File: config.mk
export PLATFORM = sky130hd
export DESIGN_NAME = cmlk_frame_ingress
export DESIGN_NICKNAME = d
export VERILOG_FILES = /design/src/rtl/cmlk_ingress_pkg.sv /design/src/rtl/cmlk_skid_buf.sv /design/src/rtl/cmlk_frame_ingress.sv
export SDC_FILE = /design/constraint.sdc
export NUM_CORES = 1
export LEC_CHECK = 0
export BUFFER_PORTS_ARGS = -buffer_cell sky130_fd_sc_hd__buf_2
export CORE_UTILIZATION = 50
export DETAILED_ROUTE_END_ITERATION = 10
export HOLD_SLACK_MARGIN = 0.08
export MAX_ROUTING_LAYER = met4
export PLACE_DENSITY_LB_ADDON = 0.25
export SYNTH_ARGS = -nofsm -noshare
export SYNTH_HDL_FRONTEND = slang
export SYNTH_SLANG_ARGS = --single-unit
File: constraint.sdc
create_clock -name clk -period 2.4 [get_ports clk]
set_input_delay 0.48 -clock clk [delete_from_list [all_inputs] [get_ports clk]]
set_output_delay 0.48 -clock clk [all_outputs]
set_load 0.1 [all_outputs]
File: src/rtl/cmlk_ingress_pkg.sv
// Shared definitions for the camera-link frame ingress: FSM encoding and
// per-line / per-frame beat count derivation.
package cmlk_ingress_pkg;

  typedef enum logic {
    ST_IDLE   = 1'b0,
    ST_ACTIVE = 1'b1
  } ingress_state_t;

  function automatic int calc_bpl(input int img_w, input int pix_w, input int data_w);
    return (img_w * pix_w) / data_w;
  endfunction

  function automatic int calc_bpf(input int img_w, input int pix_w, input int data_w,
                                  input int img_h);
    return calc_bpl(img_w, pix_w, data_w) * img_h;
  endfunction

endpackage

File: src/rtl/cmlk_skid_buf.sv
// Two-entry output buffer with a registered in_rdy, so nothing on the output
// side reaches the input-side ready combinationally.
module cmlk_skid_buf #(
  parameter int W = 8
) (
  input  logic         clk,
  input  logic         rst_n,
  input  logic [W-1:0] in_data,
  input  logic         in_vld,
  output logic         in_rdy,
  output logic [W-1:0] out_data,
  output logic         out_vld,
  input  logic         out_rdy
);

  logic [W-1:0] ent0, ent1;
  logic [1:0]   cnt, cnt_nxt;
  logic         rdy_q;
  logic         push, pop;

  assign push     = in_vld & rdy_q;
  assign pop      = (cnt != 2'd0) & out_rdy;
  assign cnt_nxt  = cnt + 2'(push) - 2'(pop);
  assign in_rdy   = rdy_q;
  assign out_vld  = (cnt != 2'd0);
  assign out_data = ent0;

  // ent0 is always the head; it only moves on a pop or when filling an empty slot
  always_ff @(posedge clk or negedge rst_n) begin
    if (!rst_n) begin
      ent0  <= '0;
      ent1  <= '0;
      cnt   <= 2'd0;
      rdy_q <= 1'b0;
    end else begin
      cnt   <= cnt_nxt;
      rdy_q <= (cnt_nxt < 2'd2);
      if (push && ((cnt == 2'd0) || ((cnt == 2'd1) && pop)))
        ent0 <= in_data;
      else if (pop)
        ent0 <= ent1;
      if (push && (((cnt == 2'd1) && !pop) || ((cnt == 2'd2) && pop)))
        ent1 <= in_data;
    end
  end

endmodule

File: src/rtl/cmlk_frame_ingress.sv
// Frame ingress: tracks line/column position of an AXI-stream video feed,
// flags framing errors and forwards in-frame beats with sol/eol markers.
// Optional macro CMLK_TLAST_RESYNC_EN: an early tlast closes the current line.
// Handshakes: a beat moves when valid and ready are both high on a rising edge.
module cmlk_frame_ingress
  import cmlk_ingress_pkg::*;
#(
  parameter int DATA_W = 64,
  parameter int PIX_W  = 8,
  parameter int IMG_W  = 2048,
  parameter int IMG_H  = 2048
) (
  input  logic              clk,
  input  logic              rst_n,
  input  logic [DATA_W-1:0] s_axis_cmlk_tdata,
  input  logic              s_axis_cmlk_tvalid,
  output logic              s_axis_cmlk_tready,
  input  logic              s_axis_cmlk_tlast,
  input  logic              s_axis_cmlk_tuser,
  output logic [DATA_W-1:0] dout,
  output logic              dout_vld,
  input  logic              dout_rdy,
  output logic              dout_sol,
  output logic              dout_eol,
  input  logic [1:0]        frame_type_i,
  output logic              frame_start,
  output logic [1:0]        frame_type_o,
  output logic [15:0]       frame_cnt,
  output logic              unexpected_data,
  output logic              unexpected_tlast,
  output logic              missing_data,
  output logic              dbg_state
);

  localparam int BPL    = calc_bpl(IMG_W, PIX_W, DATA_W);
  localparam int COL_W  = (BPL > 1) ? $clog2(BPL) : 1;
  localparam int LINE_W = (IMG_H > 1) ? $clog2(IMG_H) : 1;
  localparam logic [COL_W-1:0]  COL_LAST  = COL_W'(BPL - 1);
  localparam logic [LINE_W-1:0] LINE_LAST = LINE_W'(IMG_H - 1);

  ingress_state_t    state, state_nxt;
  logic [COL_W-1:0]  col, eff_col;
  logic [LINE_W-1:0] line, eff_line;
  logic accept, in_frame, last_col, wrap, frame_done, fwd;
  logic fs_nxt, md_nxt, ud_nxt, ut_nxt;

  logic [DATA_W-1:0] stage_data;
  logic              stage_vld, stage_sol, stage_eol;
  logic              skid_in_rdy;

  assign accept             = s_axis_cmlk_tvalid & skid_in_rdy;
  assign s_axis_cmlk_tready = skid_in_rdy;
  assign dbg_state          = state;

  // A start-of-frame beat is column 0 of line 0 regardless of where we were
  always_comb begin
    in_frame   = s_axis_cmlk_tuser | (state == ST_ACTIVE);
    eff_col    = s_axis_cmlk_tuser ? '0 : col;
    eff_line   = s_axis_cmlk_tuser ? '0 : line;
    last_col   = (eff_col == COL_LAST);
`ifdef CMLK_TLAST_RESYNC_EN
    wrap       = last_col | s_axis_cmlk_tlast;
`else
    wrap       = last_col;
`endif
    fwd        = accept & in_frame;
    frame_done = fwd & wrap & (eff_line == LINE_LAST);
    fs_nxt     = accept & s_axis_cmlk_tuser;
    md_nxt     = fs_nxt & (state == ST_ACTIVE);
    ud_nxt     = accept & ~in_frame;
    ut_nxt     = fwd & (s_axis_cmlk_tlast != last_col);
  end

  always_comb begin
    state_nxt = state;
    if (fs_nxt)
      state_nxt = ST_ACTIVE;
    if (frame_done)
      state_nxt = ST_IDLE;
  end

  always_ff @(posedge clk or negedge rst_n) begin
    if (!rst_n) state <= ST_IDLE;
    else        state <= state_nxt;
  end

  always_ff @(posedge clk or negedge rst_n) begin
    if (!rst_n) begin
      col              <= '0;
      line             <= '0;
      frame_cnt        <= '0;
      frame_type_o     <= '0;
      frame_start      <= 1'b0;
      missing_data     <= 1'b0;
      unexpected_data  <= 1'b0;
      unexpected_tlast <= 1'b0;
      stage_vld        <= 1'b0;
      stage_data       <= '0;
      stage_sol        <= 1'b0;
      stage_eol        <= 1'b0;
    end else begin
      frame_start      <= fs_nxt;
      missing_data     <= md_nxt;
      unexpected_data  <= ud_nxt;
      unexpected_tlast <= ut_nxt;
      if (fs_nxt)
        frame_type_o <= frame_type_i;
      if (frame_done)
        frame_cnt <= frame_cnt + 16'd1;
      if (fwd) begin
        if (wrap) begin
          col  <= '0;
          line <= (eff_line == LINE_LAST) ? '0 : eff_line + LINE_W'(1);
        end else begin
          col  <= eff_col + COL_W'(1);
          line <= eff_line;
        end
      end
      // Stage drains into the buffer whenever the buffer can take it
      if (fwd) begin
        stage_vld  <= 1'b1;
        stage_data <= s_axis_cmlk_tdata;
        stage_sol  <= (eff_col == '0);
        stage_eol  <= last_col;
      end else if (skid_in_rdy) begin
        stage_vld  <= 1'b0;
      end
    end
  end

  cmlk_skid_buf #(.W(DATA_W + 2)) u_skid (
    .clk      (clk),
    .rst_n    (rst_n),
    .in_data  ({stage_data, stage_sol, stage_eol}),
    .in_vld   (stage_vld),
    .in_rdy   (skid_in_rdy),
    .out_data ({dout, dout_sol, dout_eol}),
    .out_vld  (dout_vld),
    .out_rdy  (dout_rdy)
  );

endmodule

==> results.txt, run 1 <==
RePlAce Congestion: 0.828
Vias in the first global route: 7425
# DRC: 0
First-pass GRT wire length: 37500 um
Fraction of layout cells with a size suffix above 1: 0.274
Max clock buf depth: 3
CTS tree: built
First-pass iteration count of the detailed router: 5
Cell area power density: 1460 nW/um2
Reg2Reg Setup Slack: 340 ps
Crit Path Class: flop to output pin
Clock skew: 12.1 ps
DP Worst Slack: 105 ps
Switching share of power: 0.450
Max Cap Violations: 0
Reg power frac: 0.374
Net Switching: 8.21 mW
Combinational Power Share: 0.414
Peak supply drop: 814 uV
RSZ-0062 raised after global routing: no
Nets: 1198
Detail Placement HPWL: 14100 um
Clk network pwr share: 0.212
CTS Root Buffer Type: clkbuf_16
Leak: 6.45 nW
Final ANT Viol Nets: 0
Antenna violations before repair: 0
Final wirelength: 22200 um
CP Capture Type: output pin
Number of flops mapped to enable cells by yosys: 0
Fin crit period: 2080 ps
Sequential-to-total area share from yosys stat: 0.583
Fmax achieved: 0.480 GHz
Routed WL per cell: 15.8 um
Fin crit share: 0.867
Placed Cells: 1361
Power, Total: 18.2 mW
Post-CTS Setup Repair Bufs: 0
Final core occ: 0.615
Initial core utilization: 0.514
Slew @ Worst Pin: 584 ps
Die area: 21500 um2
Cell count after synthesis: 958
Fin Setup TNS: 0 ps
FP Rows: 52
Crit Path Max Fanout: 5
Worst path required time: 1920 ps
Worst hold path startpoint: s_axis_cmlk_tdata[22]
Pins Over Slew Limit: 0
Detailed router's first-iteration violation count: 358
N_diodes: 0
Netlist cell types: 54
Total CTS buffers: 26
Final worst slack: 319 ps
Worst Hold End: stage_data[22]
Port bufs: 162
End of the worst register-to-register path: frame_cnt[12]
Post-synthesis instance area: 10500 um2
I/O pin total: 163
Status: complete, no violations
Core ar.: 20400 um2
Htree depth: 1
Setup violations, final: 0
Gr usage total: 0.220
GRT overflow: 0
Int Power: 10.0 mW
Cell Count, Final, Fillers Out: 1408
Final hold vios: 0
Hold/Removal Path Class: input pin to flop
FF-to-FF Start: col[1]
Worst reg2reg path depth: 6
Critical Path Start Type: flop
Main flop type after synthesis: dfrtp_1
Asr flop ratio synth: 1.00
CTS sink count: 244
Syn nets: 1036
Max-slew headroom: 0.610
Die width: 147 um
Vias per cell: 5.23
Synth warnings: 0
Die height: 147 um
Seq cells post-synth: 244
CTS clock-pin slew for the worst setup and hold paths: 60 ps
Worst skew pair latency: 530 ps
Largest net degree at the start of global routing: 107
P&R area growth vs syn: 19.6%
Syn_area_per_cell: 10.9 um2
Min-Delay Path Depth: 3
Vias: 7358
WP data arrival: 1600 ps
-- cells in the mapped netlist (2+ instances only) --
| master | count | area, um2 |
|---|---|---|
| o31ai_1 | 4 | 30.0 |
| nand2b_1 | 2 | 12.5 |
| xnor2_1 | 13 | 114 |
| nor2_1 | 9 | 33.8 |
| xor2_1 | 6 | 52.6 |
| nor3_1 | 5 | 25.0 |
| ha_1 | 6 | 75.1 |
| nand2_1 | 298 | 1120 |
| mux2_2 | 67 | 754 |
| and4b_1 | 4 | 40.0 |
| or2_2 | 2 | 12.5 |
| mux2i_1 | 69 | 691 |
| a41oi_1 | 3 | 26.3 |
| and4_1 | 5 | 43.8 |
| buf_1 | 3 | 11.3 |
| a31o_2 | 4 | 35.0 |
| and3b_1 | 2 | 17.5 |
| nor4_2 | 2 | 25.0 |
| nand4_1 | 13 | 81.3 |
| o311ai_0 | 2 | 17.5 |
| buf_6 | 7 | 78.8 |
| o21ai_0 | 74 | 370 |
| dfrtp_1 | 244 | 6110 |
| o21ai_1 | 4 | 20.0 |
| buf_4 | 3 | 22.5 |
| nor2b_1 | 4 | 25.0 |
| and2_1 | 3 | 18.8 |
| buf_2 | 26 | 130 |
| clkbuf_1 | 15 | 56.3 |
| and3_1 | 7 | 43.8 |
| a32o_1 | 2 | 20.0 |
| a31oi_1 | 4 | 25.0 |
| nand3_1 | 11 | 55.1 |
| inv_1 | 14 | 52.6 |
| or4_1 | 2 | 15.0 |
-- registers in the layout, indices dropped and copies added, names as in the netlist, 2 cells and up --
signal and flops:
u_skid.cnt 2, frame_cnt 16, line 11, u_skid.out_data 66, frame_type_o 2, col 8
stage_data 64, u_skid.ent1 66
-- worst max-delay path, stage by stage (launching register included) --
cell	delay [ps]
dfrtp_1	450
or2_4	180
buf_2	430
-- area by class of cell --
cell class | count | area, um2
timing repair buffer | 188 | 1140
sequential | 244 | 6110
multi-input combinational | 646 | 4050
inverter | 14 | 52.6
tap | 270 | 338
clock buffer | 36 | 718
clock inverter | 10 | 111
fill | 1651 | 7840
-- metrics by stage --
| step | hold slack, ps | cell area [um2] |
|---|---|---|
| 6_report | 144 | 12500 |
| 5_1_grt | 123 | 12500 |
| 4_1_cts | 125 | 12500 |
| 3_3_place_gp | 454 | 11700 |
| 3_5_place_dp | 469 | 11700 |
| 2_1_floorplan | 184 | 10500 |
-- cells by family (layout without fill, tap and decap cells) --
logic type	after synthesis	after routing	share of synthesized area
XOR/XNOR	19	19	0.0159
AND/OR/NAND/NOR	379	379	0.163
buffers and inverters	68	248	0.0336
flip-flops	244	244	0.583
adder cells (fa/ha/maj)	6	6	0.00717
multiplexers	136	136	0.138
AO/OA/AOI/OAI	106	106	0.0594
-- metal layers --
metal / vias to the layer above / wire (um) / track usage
met5: - / 0 / -
met1: 3593 / 10100 / 0.297
met3: 28 / 1300 / 0.0388
met2: 173 / 10500 / 0.348
li1: 3564 / - / -
met4: 0 / 362 / 0.0516
-- worst max-delay path by stage --
| stage | from | endpoint | slack (ps) | cells after the start |
|---|---|---|---|---|
| after global routing | col[1] | line[5] | 60 | 6 |
| after CTS | u_skid.cnt[1] | dout_vld | 290 | 2 |
| after floorplan | s_axis_cmlk_tuser | frame_cnt[1] | 40 | 10 |
| after detailed placement | s_axis_cmlk_tuser | frame_cnt[12] | 100 | 9 |
| final | u_skid.cnt[1] | dout_vld | 320 | 2 |
| after global placement | s_axis_cmlk_tuser | frame_cnt[12] | 170 | 9 |
-- cells in the final DEF (no fill, tap or decap), types with 5 or more instances in the layout --
cell type  count
o21ai_0       74
buf_4         15
mux2_2        67
ha_1           6
nand3_1       11
dfrtp_1      243
buf_12        10
clkinv_2       7
inv_1         14
clkbuf_1       7
nor2_1         9
and4_1         5
nor3_1         5
and3_1         7
mux2i_1       69
nand4_1       13
buf_2        161
xnor2_1       13
xor2_1         6
nand2_1      297
clkbuf_16     26
-- power groups by stage --
stage | Clock (mW) | Combinational (mW) | Sequential, mW
detailed placement | 0 | 7.64 | 6.87
global route | 4.12 | 8.09 | 7.05
floorplan | 0 | 2.77 | 10.2
CTS | 3.98 | 7.65 | 6.81
global placement | 0 | 7.50 | 6.79
finish | 3.86 | 7.56 | 6.82
-- repair_timing --
| action | 4_1_cts | 5_1_grt |
|---|---|---|
| hold buffers | 1 | 0 |
| hold endpoints to repair | 64 | 0 |
| resized for setup | 0 | 0 |
(Power assumes the default switching activity.)
==> run 2: changes to the inputs <==
- ABC_AREA: default -> 1
==> run 2 against run 1 <==
Hold slack improved by 23 ps. First-iteration DRC count is 69% higher. Register-to-register slack gained 100 ps. Sequential power down 5.7%. Critical endpoint is now frame_cnt[9]. Flip-flop and latch count stayed put. Global-route usage rose by 0.83 points. Cell count is 12% higher. Critical path depth increased by 10. Highest routed layer unchanged. Largest power group unchanged. Synthesized cell count is 20% higher. Clock skew grew 6.2 ps. Critical path type is now flop to flop.
==> results.txt, run 2 <==
First-pass iteration count of the detailed router: 6 (+1)
Sequential-to-total area share from yosys stat: 0.585 (+0.00182)
CP cell instances: inv_1, nor2_1, ha_1, nand2_1, nor3_2, nand2_2, inv_4, nand2_4, nor2_4, nand2_1, nand2_1, nand2_1
RePlAce Congestion: 0.932 (+13%)
Most numerous cell on the critical path: nand2_1
Crit Path Max Fanout: 14 (+9)
Die height: 146 um (-0.15%)
Nets: 1363 (+14%)
Die area: 21500 um2 (-0.31%)
Largest net degree at the start of global routing: 112 (+4.7%)
PostCTS Resize Cnt: 0 (unchanged)
Number of flops mapped to enable cells by yosys: 0 (unchanged)
Worst skew pair latency: 520 ps (about the same)
Fraction of layout cells with a size suffix above 1: 0.185 (-0.0895)
Most frequent cell after synthesis: nand2_1
Worst path required time: 2790 ps (+870 ps)
Routed WL per cell: 14.8 um (-6.3%)
Status: complete, no violations
WP data arrival: 2350 ps (+750 ps)
Setup violations, final: 0 (unchanged)
Vias: 8276 (+12%)
Leak: 5.98 nW (-7.2%)
Worst reg2reg path depth: 12 (+6)
Port bufs: 162 (unchanged)
Final worst slack: 442 ps (+123 ps)
Antenna violations before repair: 2 (+2)
P&R area growth vs syn: 18.4%
Slew @ Worst Pin: 842 ps (+258 ps)
FF-to-FF Start: col[1]
Fin crit share: 0.816 (-0.0513)
Fmax achieved: 0.511 GHz (+6.3%)
Post-synth top area share: 0.585 (+0.00182)
Commonest cells after routing, fill and taps aside: nand2_1 (244), dfrtp_1 (244), nand3_1 (164)
CTS clock-pin slew for the worst setup and hold paths: 60 ps (about the same)
CTS tree: built
Gr usage total: 0.228 (+0.00826)
Main flop type after synthesis: dfrtp_1
Cell count after synthesis: 1145 (+20%)
FP Rows: 52 (unchanged)
Pins Over Slew Limit: 0 (unchanged)
Asr flop ratio synth: 1.00 (unchanged)
Detail Placement HPWL: 14600 um (+3.7%)
Seq cells post-synth: 244 (unchanged)
Max-slew headroom: 0.438 (-0.172)
Die width: 146 um (-0.15%)
Fin Setup TNS: 0 ps (unchanged)
Critical path's slowest cell: dfrtp_1
Vias per cell: 5.26 (+0.74%)
Synth warnings: 0 (unchanged)
DP Worst Slack: 87.1 ps (-17.5 ps)
RSZ-0062 raised after global routing: no
Hold/Removal Path Class: input pin to flop
Initial core utilization: 0.512 (-0.00160)
Power, Total: 18.2 mW (-0.44%)
Final ANT Viol Nets: 0 (unchanged)
Min-Delay Path Depth: 3 (unchanged)
Slowest stage delay, CP: 320 ps (-130 ps)
Syn nets: 1223 (+18%)
Fin crit period: 1960 ps (-123 ps)
Worst Hold End: stage_data[59]
Cell area power density: 1470 nW/um2 (+0.88%)
CP Capture Type: flop
CTS Root Buffer Type: clkbuf_16
Final wirelength: 23200 um (+4.6%)
Cell Count, Final, Fillers Out: 1572 (+12%)
Placed Cells: 1525 (+12%)
# DRC: 0 (unchanged)
Critical path origin: col[1]
Max clock buf depth: 3 (unchanged)
I/O pin total: 163 (unchanged)
Htree depth: 1 (unchanged)
Detailed router's first-iteration violation count: 606 (+69%)
Peak supply drop: 709 uV (-13%)
Cell accounting for the most synthesized area: dfrtp_1
Netlist cell types: 34 (-37%)
Vias in the first global route: 7816 (+5.3%)
Clock skew: 18.3 ps (+6.19 ps)
First-pass GRT wire length: 39100 um (+4.2%)
End of the worst register-to-register path: frame_cnt[9]
Critical Path Start Type: flop
Total CTS buffers: 27 (+3.8%)
Reg2Reg Setup Slack: 440 ps (+100 ps)
GRT overflow: 0 (unchanged)
Worst hold path startpoint: s_axis_cmlk_tdata[59]
Fillers: 1756 (+6.4%)
Max Cap Violations: 0 (unchanged)
Final hold vios: 0 (unchanged)
Core ar.: 20400 um2 (unchanged)
Top cells by area, synth: dfrtp_1 (59%), nand2_1 (8.8%), nand3_1 (7.9%)
Syn_area_per_cell: 9.11 um2 (-17%)
Crit Path Class: flop to flop
Leading cell types by count after synthesis: nand2_1 (245), dfrtp_1 (244), nand3_1 (165)
Post-synthesis instance area: 10400 um2 (-0.31%)
CTS sink count: 244 (unchanged)
run 2: metal layers:
layer | track usage | part of all wire | up-vias
met4 | 0.0583 | 0.018 | 0
met2 | 0.348 | 0.46 | 250
li1 | - | - | 4084
met1 | 0.319 | 0.46 | 3906
met5 | - | 0 | -
met3 | 0.0366 | 0.065 | 36
run 2: logic make-up (layout without fill, tap and decap cells):
kind of cell,Yosys count,count (layout),share of synthesized area
buf+inv,182,337,0.0721
flops,244,244,0.585
other cells,0,2,0
compound gates,226,226,0.126
fa+ha+maj,6,6,0.00719
simple gates,473,473,0.198
xor+xnor,14,14,0.0125
run 2: worst max-delay path by stage:
stage	end	slack [ps]	cells past startpoint
6_report	frame_cnt[9]	440	12
5_1_grt	frame_cnt[5]	260	10
4_1_cts	dout_vld	410	3
3_5_place_dp	frame_cnt[10]	90	14
3_3_place_gp	frame_cnt[5]	210	14
2_1_floorplan	u_skid.cnt[1]	30	11
run 2: area by class of cell:
class                   count  area (um2)  share of cell area
diodes                      2        5.00            0.000405
multi-input cells         719        3630               0.293
inverters                 111         423              0.0342
well taps                 270         338              0.0273
clock buffers              35         736              0.0595
clock inverters             9        51.3             0.00415
repair buffers            182        1070              0.0869
flip-flops and latches    244        6110               0.494
run 2: critical path, delay by kind of cell, from the launching register on:
kind          cells  cell delay, ps
fa+ha+maj         1             210
buf+inv           2             170
flops             1             320
simple gates      9            1150
run 2: through the flow:
step           hold WS (ps)   util  area, um2
6_report                167  0.607      12400
5_1_grt                 170  0.607      12400
3_3_place_gp            437  0.567      11600
3_5_place_dp            436  0.567      11600
2_1_floorplan           184      -      10500
4_1_cts                 147  0.607      12400
run 2: where the power goes:
group	switching, mW	total, mW	internal [mW]
registers	0.688	6.43	5.74
clock network	1.57	3.71	2.14
logic	6.38	8.02	1.64
run 2: repair_timing:
| item | 4_1_cts | 5_1_grt |
|---|---|---|
| setup buffers | 0 | 0 |
| endpoints found under the hold margin | 51 | 0 |
| hold buffers | 1 | 0 |
